<file path="src/rtl/codec_i2s_port_if.sv">
// Bundle of the sample stream and I2S pin signals for the codec port.
// master: the port itself (drives the codec pins and the sample outputs).
// slave : the surrounding logic (offers DAC samples, consumes ADC samples).
interface codec_i2s_port_if #(
    parameter int DATA_W = 24
);
    logic [DATA_W-1:0] tx_left;
    logic [DATA_W-1:0] tx_right;
    logic              tx_valid;
    logic              tx_ready;
    logic              tx_underrun;
    logic [DATA_W-1:0] rx_left;
    logic [DATA_W-1:0] rx_right;
    logic              rx_valid;
    logic              bclk;
    logic              lrclk;
    logic              dacdat;
    logic              adcdat;

    modport master (
        input  tx_left, tx_right, tx_valid, adcdat,
        output tx_ready, tx_underrun, rx_left, rx_right, rx_valid,
        output bclk, lrclk, dacdat
    );

    modport slave (
        output tx_left, tx_right, tx_valid, adcdat,
        input  tx_ready, tx_underrun, rx_left, rx_right, rx_valid,
        input  bclk, lrclk, dacdat
    );
endinterface

</file>
<file path="src/rtl/codec_i2s_port.sv">
// I2S master audio port. Once the codec is configured it generates BCLK and
// LRCLK, serialises stereo DAC samples onto DACDAT (MSB one BCLK after the
// LRCLK change) and deserialises ADCDAT into stereo receive samples.
// Entering RUN raises bclk so that the first falling edge (bit index 0)
// lands BCLK_DIV clocks after entry.
module codec_i2s_port #(
    parameter int BCLK_DIV = 4,
    parameter int SLOT_W   = 32,
    parameter int DATA_W   = 24
) (
    input  logic clk,
    input  logic reset,
    input  logic init_done,
    codec_i2s_port_if.master i2s
);
    localparam int FRAME_W = 2 * SLOT_W;
    localparam int DIV_W   = $clog2(BCLK_DIV);
    localparam int K_W     = $clog2(FRAME_W);

    typedef enum logic {IDLE, RUN} state_t;

    state_t                   state;
    logic [DIV_W-1:0]         div_cnt;
    logic [K_W-1:0]           k_q;        // index of the next bclk falling edge
    logic                     bclk_q;
    logic                     lrclk_q;
    logic                     dacdat_q;
    logic                     underrun_q;
    logic                     tx_ready_q; // holding register empty
    logic signed [DATA_W-1:0] hold_l;
    logic signed [DATA_W-1:0] hold_r;
    logic signed [DATA_W-1:0] tx_sh_l;
    logic signed [DATA_W-1:0] tx_sh_r;
    logic signed [DATA_W-1:0] rx_sh_l;
    logic signed [DATA_W-1:0] rx_sh_r;
    logic signed [DATA_W-1:0] rx_left_q;
    logic signed [DATA_W-1:0] rx_right_q;
    logic                     rx_vld_p0;
    logic                     rx_vld_p1;

    logic                     div_wrap;
    logic                     fall_evt;
    logic                     rise_evt;
    logic                     fall_right;
    logic                     fall_bit;
    logic                     rise_right;
    logic                     rise_bit;
    logic                     rx_last;
    logic                     load_evt;
    logic                     stop_evt;
    logic                     accept;
    logic [K_W-1:0]           k_prev;
    logic [K_W-1:0]           p_fall;
    logic [K_W-1:0]           p_rise;

    // Decode bclk edges, slot positions and handshake events for this clk.
    always_comb begin
        div_wrap   = (div_cnt == DIV_W'(BCLK_DIV - 1));
        fall_evt   = (state == RUN) && div_wrap && bclk_q;
        rise_evt   = (state == RUN) && div_wrap && !bclk_q;
        fall_right = (k_q >= K_W'(SLOT_W));
        p_fall     = fall_right ? (k_q - K_W'(SLOT_W)) : k_q;
        fall_bit   = (p_fall >= K_W'(1)) && (p_fall <= K_W'(DATA_W));
        k_prev     = (k_q == '0) ? K_W'(FRAME_W - 1) : (k_q - K_W'(1));
        rise_right = (k_prev >= K_W'(SLOT_W));
        p_rise     = rise_right ? (k_prev - K_W'(SLOT_W)) : k_prev;
        rise_bit   = (p_rise >= K_W'(1)) && (p_rise <= K_W'(DATA_W));
        rx_last    = (k_prev == K_W'(SLOT_W + DATA_W));
        stop_evt   = fall_evt && (k_q == '0) && !init_done;
        load_evt   = fall_evt && (k_q == '0) && init_done;
        accept     = i2s.tx_valid && tx_ready_q;
    end

    // Run/idle FSM with bit-clock divider, frame bit counter and pin outputs.
    always_ff @(posedge clk) begin
        if (!reset) begin
            state      <= IDLE;
            div_cnt    <= '0;
            k_q        <= '0;
            bclk_q     <= 1'b0;
            lrclk_q    <= 1'b0;
            dacdat_q   <= 1'b0;
            underrun_q <= 1'b0;
        end else begin
            underrun_q <= 1'b0;
            case (state)
                IDLE: begin
                    div_cnt  <= '0;
                    k_q      <= '0;
                    bclk_q   <= 1'b0;
                    lrclk_q  <= 1'b0;
                    dacdat_q <= 1'b0;
                    if (init_done) begin
                        state  <= RUN;
                        bclk_q <= 1'b1;
                    end
                end
                RUN: begin
                    if (div_wrap) begin
                        div_cnt <= '0;
                        bclk_q  <= ~bclk_q;
                    end else begin
                        div_cnt <= div_cnt + DIV_W'(1);
                    end
                    if (stop_evt) begin
                        state    <= IDLE;
                        k_q      <= '0;
                        lrclk_q  <= 1'b0;
                        dacdat_q <= 1'b0;
                    end else if (fall_evt) begin
                        lrclk_q  <= fall_right;
                        dacdat_q <= fall_bit &&
                                    (fall_right ? tx_sh_r[DATA_W-1] : tx_sh_l[DATA_W-1]);
                        k_q      <= (k_q == K_W'(FRAME_W - 1)) ? '0 : (k_q + K_W'(1));
                        if ((k_q == '0) && tx_ready_q) begin
                            underrun_q <= 1'b1;
                        end
                    end
                end
                default: state <= IDLE;
            endcase
        end
    end

    // Holding register status: filled by a handshake, emptied by the frame-start load.
    always_ff @(posedge clk) begin
        if (!reset) begin
            tx_ready_q <= 1'b1;
        end else if (accept) begin
            tx_ready_q <= 1'b0;
        end else if (load_evt) begin
            tx_ready_q <= 1'b1;
        end
    end

    // Capture an accepted sample pair into the holding register.
    always_ff @(posedge clk) begin
        if (accept) begin
            hold_l <= i2s.tx_left;
            hold_r <= i2s.tx_right;
        end
    end

    // TX shifters: load at frame start (zeros on underrun), shift MSB-first per data bit.
    always_ff @(posedge clk) begin
        if (load_evt) begin
            tx_sh_l <= tx_ready_q ? '0 : hold_l;
            tx_sh_r <= tx_ready_q ? '0 : hold_r;
        end else if (fall_evt && fall_bit) begin
            if (fall_right) begin
                tx_sh_r <= {tx_sh_r[DATA_W-2:0], 1'b0};
            end else begin
                tx_sh_l <= {tx_sh_l[DATA_W-2:0], 1'b0};
            end
        end
    end

    // RX shifters: sample adcdat on bclk rising edges inside the data window.
    always_ff @(posedge clk) begin
        if (rise_evt && rise_bit) begin
            if (rise_right) begin
                rx_sh_r <= {rx_sh_r[DATA_W-2:0], i2s.adcdat};
            end else begin
                rx_sh_l <= {rx_sh_l[DATA_W-2:0], i2s.adcdat};
            end
        end
    end

    // RX output stage: publish both channels one clk after the right LSB is captured.
    always_ff @(posedge clk) begin
        if (!reset) begin
            rx_vld_p0  <= 1'b0;
            rx_vld_p1  <= 1'b0;
            rx_left_q  <= '0;
            rx_right_q <= '0;
        end else begin
            // p0: right-channel LSB captured this edge
            rx_vld_p0 <= rise_evt && rx_last;
            // p1: sample pair published
            rx_vld_p1 <= rx_vld_p0;
            if (rx_vld_p0) begin
                rx_left_q  <= rx_sh_l;
                rx_right_q <= rx_sh_r;
            end
        end
    end

    assign i2s.bclk        = bclk_q;
    assign i2s.lrclk       = lrclk_q;
    assign i2s.dacdat      = dacdat_q;
    assign i2s.tx_ready    = tx_ready_q;
    assign i2s.tx_underrun = underrun_q;
    assign i2s.rx_left     = rx_left_q;
    assign i2s.rx_right    = rx_right_q;
    assign i2s.rx_valid    = rx_vld_p1;
endmodule
</file>
<file path="src/flat_wrapper.sv">
// flat-port wrapper written by rule: the top's interface ports become plain ports
module codec_i2s_port_flat 
#(
    parameter int BCLK_DIV = 4,
    parameter int SLOT_W   = 32,
    parameter int DATA_W   = 24
)
  (clk, reset, init_done, i2s_tx_left, i2s_tx_right, i2s_tx_valid, i2s_adcdat, i2s_tx_ready, i2s_tx_underrun, i2s_rx_left, i2s_rx_right, i2s_rx_valid, i2s_bclk, i2s_lrclk, i2s_dacdat);
  codec_i2s_port_if #(.DATA_W(DATA_W)) i2s_i ();
  input  logic clk;
  input  logic reset;
  input  logic init_done;
  input wire logic [$bits(i2s_i.tx_left)-1:0] i2s_tx_left;
  input wire logic [$bits(i2s_i.tx_right)-1:0] i2s_tx_right;
  input wire logic [$bits(i2s_i.tx_valid)-1:0] i2s_tx_valid;
  input wire logic [$bits(i2s_i.adcdat)-1:0] i2s_adcdat;
  output wire logic [$bits(i2s_i.tx_ready)-1:0] i2s_tx_ready;
  output wire logic [$bits(i2s_i.tx_underrun)-1:0] i2s_tx_underrun;
  output wire logic [$bits(i2s_i.rx_left)-1:0] i2s_rx_left;
  output wire logic [$bits(i2s_i.rx_right)-1:0] i2s_rx_right;
  output wire logic [$bits(i2s_i.rx_valid)-1:0] i2s_rx_valid;
  output wire logic [$bits(i2s_i.bclk)-1:0] i2s_bclk;
  output wire logic [$bits(i2s_i.lrclk)-1:0] i2s_lrclk;
  output wire logic [$bits(i2s_i.dacdat)-1:0] i2s_dacdat;
  assign i2s_i.tx_left = i2s_tx_left;
  assign i2s_i.tx_right = i2s_tx_right;
  assign i2s_i.tx_valid = i2s_tx_valid;
  assign i2s_i.adcdat = i2s_adcdat;
  assign i2s_tx_ready = i2s_i.tx_ready;
  assign i2s_tx_underrun = i2s_i.tx_underrun;
  assign i2s_rx_left = i2s_i.rx_left;
  assign i2s_rx_right = i2s_i.rx_right;
  assign i2s_rx_valid = i2s_i.rx_valid;
  assign i2s_bclk = i2s_i.bclk;
  assign i2s_lrclk = i2s_i.lrclk;
  assign i2s_dacdat = i2s_i.dacdat;
  codec_i2s_port #(.BCLK_DIV(BCLK_DIV), .SLOT_W(SLOT_W), .DATA_W(DATA_W)) u_core (.clk(clk), .reset(reset), .init_done(init_done), .i2s(i2s_i));
endmodule
</file>
<file path="config.mk">
export PLATFORM = sky130hd
export DESIGN_NAME = codec_i2s_port_flat
export DESIGN_NICKNAME = d
export VERILOG_FILES = /design/src/rtl/codec_i2s_port_if.sv /design/src/rtl/codec_i2s_port.sv /design/src/flat_wrapper.sv
export SDC_FILE = /design/constraint.sdc
export NUM_CORES = 1
export LEC_CHECK = 0
export CAP_MARGIN = 10
export CORE_MARGIN = 5
export CORE_UTILIZATION = 45
export CTS_CLUSTER_SIZE = 25
export DETAILED_ROUTE_END_ITERATION = 8
export PLACE_DENSITY = 0.71
export SLEW_MARGIN = 30
export SYNTH_ARGS = -nofsm -noshare
export SYNTH_HDL_FRONTEND = slang
export SYNTH_SLANG_ARGS = --single-unit
</file>
<file path="constraint.sdc">
create_clock -name clk -period 5.36 [get_ports clk]
set_input_delay 1.072 -clock clk [delete_from_list [all_inputs] [get_ports clk]]
set_output_delay 1.072 -clock clk [all_outputs]
set_load 0.01 [all_outputs]
</file>
==> results.txt, run 1 <==
The instance count of the mapped netlist is 580. STA classifies the critical path startpoint as a flop. The flow ran to the end, and the final reports show no timing, DRC or antenna violations. The boundary pin count is 107.

The clock-pin transition on the worst setup and hold timing paths is 0.06 ns. The tree is rooted in a sky130_fd_sc_hd__clkbuf_16. The commonest cells after synthesis are sky130_fd_sc_hd__edfxtp_1, sky130_fd_sc_hd__dfxtp_1, sky130_fd_sc_hd__nand2_1, sky130_fd_sc_hd__nor2_1, sky130_fd_sc_hd__nand2b_1. The library cell with the largest summed area after synthesis is sky130_fd_sc_hd__edfxtp_1.

In the post-synthesis netlist, the cell with the most instances is sky130_fd_sc_hd__edfxtp_1. The worst hold slack is 0.451 ns. CTS built an H-tree with a depth of 1. The final critical-path share of the clock period is 57.1%. The routed wirelength normalized by instance count is 15.4 um. The number of pins exceeding their max-slew limit in the final report came out at 0. The leakage power summed over all cells came out at 3.32 nW. The highest clock rate is 327 MHz. The number of maximum-capacitance constraint violations is 0.

The top cell type's share of synthesized area is 55.2%. The hold buffer count at CTS came out at 0. Setup repair after global routing left no endpoint under its margin.

The clock passes through at most 3 buffers. The critical path data arrival time is 1.99 ns. The placeable core area came out at 0.0172 mm2.

The flip-flop and latch count after synthesis is 208. The routability congestion estimate is 0.841. The clock latency reported for the late side of the worst-skew pair came out at 0.49 ns. Adding up every negative setup slack in the final design gives 0 ns. The TritonCTS buffer count is 22.

The number of antenna diodes in the final layout is 0. The number of iterations in the first detailed-routing pass is 4. Port buffering added 106 buffers. The number of setup violations in the final report came out at 0. On the critical path, the stage with the largest delay is an instance of sky130_fd_sc_hd__clkdlybuf4s50_1. The die outline area is 0.0201 mm2.

The initial antenna violation count is 0. From bottom edge to top edge, the die measures 142 um. The shortest clock period the worst path allows after layout is 3.06 ns. The setup skew after layout is 0.00985 ns. The tightest min-delay check is of the flop to flop type. The layout overhead on the synthesized area came out at 25.0%. The DRC violation total after the first TritonRoute iteration came out at 392. The fraction of the yosys area taken by sequential cells came out at 71.6%. At the end of the flow, the number of nets in the layout was 743. The cell family contributing the most delay on the critical path is buffers and inverters. The number of resized instances in the post-cts repair step is 0. The antenna violation net count after detailed routing came out at 0. The worst setup path is of the flop to output pin kind. The synthesized net count is 640. Yosys printed 0 warnings.

The die is 142 um wide. Summing internal, switching and leakage power gives 3.29 mW. The clock tree from TritonCTS is done. The initial core utilization came out at 45.6%. The post-detailed-route DRC marker count came out at 0.

The final layout contains routed wiring with a total length of 14,200 um. The async set or reset register ratio after synthesis came out at 0%. The average instance area after synthesis is 13.5 um2. Summed over all nets, the half-perimeter wirelength after detailed placement is 8890 um. The total buffers and inverters traversed by the critical path is 2. By area the synthesized netlist is led by sky130_fd_sc_hd__edfxtp_1, sky130_fd_sc_hd__dfxtp_1, sky130_fd_sc_hd__mux2i_1, sky130_fd_sc_hd__nand2b_1, sky130_fd_sc_hd__nand2_1. The via count of the first global-routing pass is 4,697. Of all nets on the critical path, the largest fanout is 41. In this run, distinct cell masters in the synthesized netlist total 49. The worst slew slack as a fraction of its limit came out at 42.7%. The worst-margin pin slew came out at 0.858 ns. The leftover overflow at the end of global routing is 0.

Row generation in the floorplan step produced 48 rows. The number of setup buffers added after CTS is 0. For this run, the slowest stage of the critical path takes 0.61 ns.

The cell area that synthesis handed to floorplanning was 0.00783 mm2. Among all flip-flop cells after synthesis, the most frequent one is sky130_fd_sc_hd__edfxtp_1. The number of clock sinks seen by CTS came out at 208.

The vias per cell came out at 4.94. The critical path goes through buf_4 -> clkdlybuf4s50_1. Dividing total power by cell area gives a power density of 336 mW/mm2. The nature of the critical path endpoint is an output pin. The number of synthesized flops with an enable pin is 144. At the worst endpoint, the required time is 4.29 ns. The peak supply drop came out at 277 uV. The fraction of layout instances using a drive strength above 1 is 7.75%. Entering global routing, the biggest net connects 98 pins. The combined global-route utilization of all metal layers is 14.1%. The number of hold violations in the final report came out at 0. The wire length of the first global-routing pass is 23,500 um. Across all layers, the routed design uses 4,551 vias.
-- per-stage QoR --
stage	setup WS [ns]	util, %	cells	cell area, um2
3_3_place_gp	2.12	52.9	884	9080
3_5_place_dp	2.22	52.9	884	9090
2_1_floorplan	-0.457	-	580	7830
4_1_cts	2.24	57.0	922	9790
5_1_grt	2.13	57.0	922	9790
6_report	2.30	57.0	922	9790
-- routing by layer --
metal	up-vias	routed length [um]	GRT usage [%]
met1	2176	6250	18.4
met4	0	238	4.49
met3	18	681	3.06
met2	94	7010	23.6
met5	-	0	0
li1	2263	-	-
-- area by class of cell --
class | count | area (um2)
Multi-Input combinational cell | 333 | 2080
Inverter | 7 | 27.5
Timing Repair Buffer | 111 | 1100
Fill cell | 1453 | 7390
Clock buffer | 29 | 598
Tap cell | 225 | 282
Sequential cell | 208 | 5610
Clock inverter | 9 | 98.8
-- registers in the layout (all words and copies together) (netlist names), 24 cells and up --
signal / cells
u_core.hold_l: 24
u_core.tx_sh_r: 24
u_core.rx_sh_r: 24
u_core.hold_r: 24
u_core.i2s.rx_right: 24
u_core.tx_sh_l: 24
u_core.i2s.rx_left: 24
u_core.rx_sh_l: 24
-- report_power, final --
part           internal (mW)  leakage (nW)  switching, mW  total (mW)
Combinational         0.0494          1.15         0.0376      0.0869
Sequential              1.73          1.83         0.0102        1.74
Clock                  0.880         0.336          0.587        1.47
-- worst paths after layout --
kind	startpoint	end	slack, ns	cells after the start
worst min-delay path	u_core.rx_sh_l[7]	u_core.rx_sh_l[8]	0.45	0
worst max register to register	u_core.k_q[0]	u_core.tx_sh_l[1]	2.60	6
worst max-delay path	u_core.i2s.tx_ready	i2s_tx_ready	2.30	2
worst min register to register	u_core.rx_sh_l[7]	u_core.rx_sh_l[8]	0.45	0
-- cell families (layout without fill, tap and decap cells) --
logic type	count (synthesis)	count (layout)	synth area share (%)
flops	208	208	71.6
xor+xnor	1	1	0.112
buf+inv	39	156	2.27
fa+ha+maj	7	7	1.12
mux	49	49	6.28
simple gates	198	198	12.8
compound gates	78	78	5.83
-- cells in the final DEF, fill, tap and decap left out, types with 6 or more instances in the layout --
cell type                           n
sky130_fd_sc_hd__inv_1              6
sky130_fd_sc_hd__clkbuf_16         23
sky130_fd_sc_hd__nand2_1           58
sky130_fd_sc_hd__dfxtp_1           63
sky130_fd_sc_hd__mux2i_1           48
sky130_fd_sc_hd__nand2b_1          50
sky130_fd_sc_hd__nor2_1            55
sky130_fd_sc_hd__o21ai_0           37
sky130_fd_sc_hd__ha_1               7
sky130_fd_sc_hd__edfxtp_1         144
sky130_fd_sc_hd__clkbuf_1           6
sky130_fd_sc_hd__clkdlybuf4s50_1  106
sky130_fd_sc_hd__o21ai_1           15
(Power assumes the default switching activity.)
==> run 2, diff against run 1 <==
- clock period: 5.36 -> 2.8 ns (I/O delays scaled with it)
==> results.txt, run 2 (synthesis gave the netlist of run 1 again) <==
The routability congestion estimate came out at 0.820 (was 0.841). The switching share of power came to 19.4% (was 19.3%). The path depth of the worst reg2reg path was 7 (was 6). The clock latency reported for the late side of the worst-skew pair is 0.49 ns (about the same). The portion of total power attributed to the clock network came out at 43.2% (was 44.5%). The largest net degree at the start of global routing came out at 52 (was 98). The share of power burned in registers came out at 53.9% (was 52.8%). The met3 layer usage reported by global route came to 2.65% (was 3.06%). The number of pins exceeding their max-slew limit in the final report is 0 (unchanged).

The combinational fraction of design power came out at 2.9% (was 2.6%). The setup skew after layout is 0.0162 ns (was 0.00985 ns). The data required time of the worst path came out at 2.96 ns (was 4.29 ns).

The number of fill cells is 1,432 (was 1,453). The routed wirelength normalized by instance count is 15.3 um (was 15.4 um). The layer carrying the most global-route usage was met2 (unchanged). The height of the die is 142 um (unchanged). The highest net fanout along the worst path came out at 24 (was 41).

The utilization after layout came out at 57.4% (was 57.0%). The critical path data arrival time is 2.72 ns (was 1.99 ns). Top library cells by usage in the layout, fill and taps aside: sky130_fd_sc_hd__edfxtp_1, sky130_fd_sc_hd__clkdlybuf4s50_1, sky130_fd_sc_hd__dfxtp_1 (unchanged). The number of standard-cell rows in the floorplan is 48 (unchanged). The met2 layer usage reported by global route was 23.8% (was 23.6%). The combined global-route utilization of all metal layers came to 14.2% (was 14.1%). The TritonCTS buffer count came to 22 (unchanged). The final instance area is 0.00987 mm2 (was 0.00979 mm2).

The final critical-path share of the clock period came out at 91.7%. The worst hold path class was flop to flop (unchanged). The total number of vias came out at 4,610 (was 4,551). The number of port buffers was 106 (unchanged). The placeable core area came out at 0.0172 mm2 (unchanged). The die outline area came to 0.0201 mm2 (unchanged). The overall die width is 142 um (unchanged).

The number of antenna cells inserted came out at 0 (unchanged). The most common library cell in the layout ignoring fill and taps is sky130_fd_sc_hd__edfxtp_1 (unchanged). The H-tree depth came out at 1 (unchanged). The number of iterations in the first detailed-routing pass came out at 4 (unchanged). The antenna violation net count after detailed routing is 0 (unchanged). The total power per unit cell area came out at 626 mW/mm2 (was 336 mW/mm2). The leftover overflow at the end of global routing came out at 0 (unchanged). The layout overhead on the synthesized area is 26.0% (was 25.0%). The maximum root-to-sink buffer count was 3 (unchanged). The boundary pin count was 107 (unchanged).

The via count of the first global-routing pass came out at 4,772 (was 4,697). The post-route setup TNS came out at 0 ns (unchanged). The shortest clock period the worst path allows after layout is 2.57 ns. The total half-perimeter wirelength after legalization and detailed placement is 9330 um (was 8890 um). The nature of the critical path endpoint is a flop (was output pin). The least setup slack across all paths after layout came out at 0.231 ns (was 2.30 ns).

The net total in the final layout is 752 (was 743). The DRC violation total after the first TritonRoute iteration is 186 (was 392). The post-placement setup slack is 0.221 ns (was 2.22 ns). The clock tree from TritonCTS is done (unchanged).

The internal power is 4.97 mW (was 2.66 mW). The number of resized instances in the post-cts repair step is 0 (unchanged). The post-detailed-route DRC marker count was 0 (unchanged).

The wire length of the first global-routing pass came out at 23,500 um (about the same). The category of the most critical setup path is flop to flop (was flop to output pin). The hold buffer count at CTS is 0 (unchanged). The number of maximum-capacitance constraint violations was 0 (unchanged). The instance count along the most critical hold path came to 1 (was 0). The initial core utilization came to 45.6% (unchanged). Unrepaired setup endpoints after global routing: no (unchanged). The worst-margin pin slew is 0.812 ns (was 0.858 ns).

The clock-pin transition on the worst setup and hold timing paths came to 0.06 ns (about the same). The peak supply drop is 438 uV (was 277 uV). Run status: finished clean (unchanged). The number of clock sinks seen by CTS came out at 208 (unchanged).

The highest clock rate is 389 MHz. The type of origin of the critical path is a flop (unchanged). The number of hold violations in the final report is 0 (unchanged).

The worst slew slack as a fraction of its limit is 45.9% (was 42.7%). The placed instance area came out at 0.00920 mm2 (was 0.00909 mm2). The met1 usage in global routing came out at 18.6% (was 18.4%).

The worst hold slack is 0.440 ns (was 0.451 ns). The number of setup violations in the final report came out at 0 (unchanged). The total length of routed wires was 14,200 um (about the same). The library cell used as clock root buffer was sky130_fd_sc_hd__clkbuf_16 (unchanged). The fraction of layout instances using a drive strength above 1 is 8.90% (was 7.75%).

The switching power total is 1.20 mW (was 0.635 mW). The number of setup buffers added after CTS was 0 (unchanged). The leakage power summed over all cells came out at 3.37 nW (was 3.32 nW). The initial antenna violation count came out at 0 (unchanged).

The vias per cell is 4.94 (about the same).
==> run 2: layout make-up <==
type | instances | area (um2) | area share [%]
Multi-Input combinational cell | 333 | 2090 | 21.2
Sequential cell | 208 | 5610 | 56.8
Inverter | 7 | 26.3 | 0.266
Timing Repair Buffer | 120 | 1190 | 12.1
Clock inverter | 7 | 33.8 | 0.342
Clock buffer | 33 | 633 | 6.42
Tap cell | 225 | 282 | 2.85
==> run 2: per-stage QoR <==
step	cells	total power, mW
after floorplan	580	3.46
after global placement	893	3.57
after detailed placement	893	3.58
after CTS	933	6.26
after global routing	933	6.41
final	933	6.17
==> run 2: critical path: stages, from the launching register on <==
cell and delay (ns):
sky130_fd_sc_hd__dfxtp_1 0.47, sky130_fd_sc_hd__inv_1 0.15, sky130_fd_sc_hd__ha_1 0.24, sky130_fd_sc_hd__and2b_1 0.27, sky130_fd_sc_hd__o21ai_0 0.25, sky130_fd_sc_hd__a221oi_1 0.21, sky130_fd_sc_hd__a2111oi_4 0.29, sky130_fd_sc_hd__buf_4 0.35
==> run 2: worst paths after layout <==
kind	endpoint	start	slack [ns]
max	u_core.rx_sh_l[14]	u_core.k_q[1]	0.23
min	u_core.div_cnt[0]	u_core.div_cnt[0]	0.44
max reg2reg	u_core.rx_sh_l[14]	u_core.k_q[1]	0.23
min reg2reg	u_core.div_cnt[0]	u_core.div_cnt[0]	0.44
==> run 2: metal layers <==
layer  share of wire [%]  vias up
li1                    -     2288
met1                  43     2191
met2                  50       98
met3                 4.5       33
met4                 2.5        0
met5                   0        -
==> run 2: power by group through the flow <==
stage / sequential (mW) / combinational (mW) / clock (mW)
after floorplan: 3.39 / 0.0723 / 0
after detailed placement: 3.39 / 0.182 / 0
final: 3.33 / 0.178 / 2.67
after CTS: 3.33 / 0.183 / 2.75
after global routing: 3.33 / 0.197 / 2.88
after global placement: 3.39 / 0.177 / 0
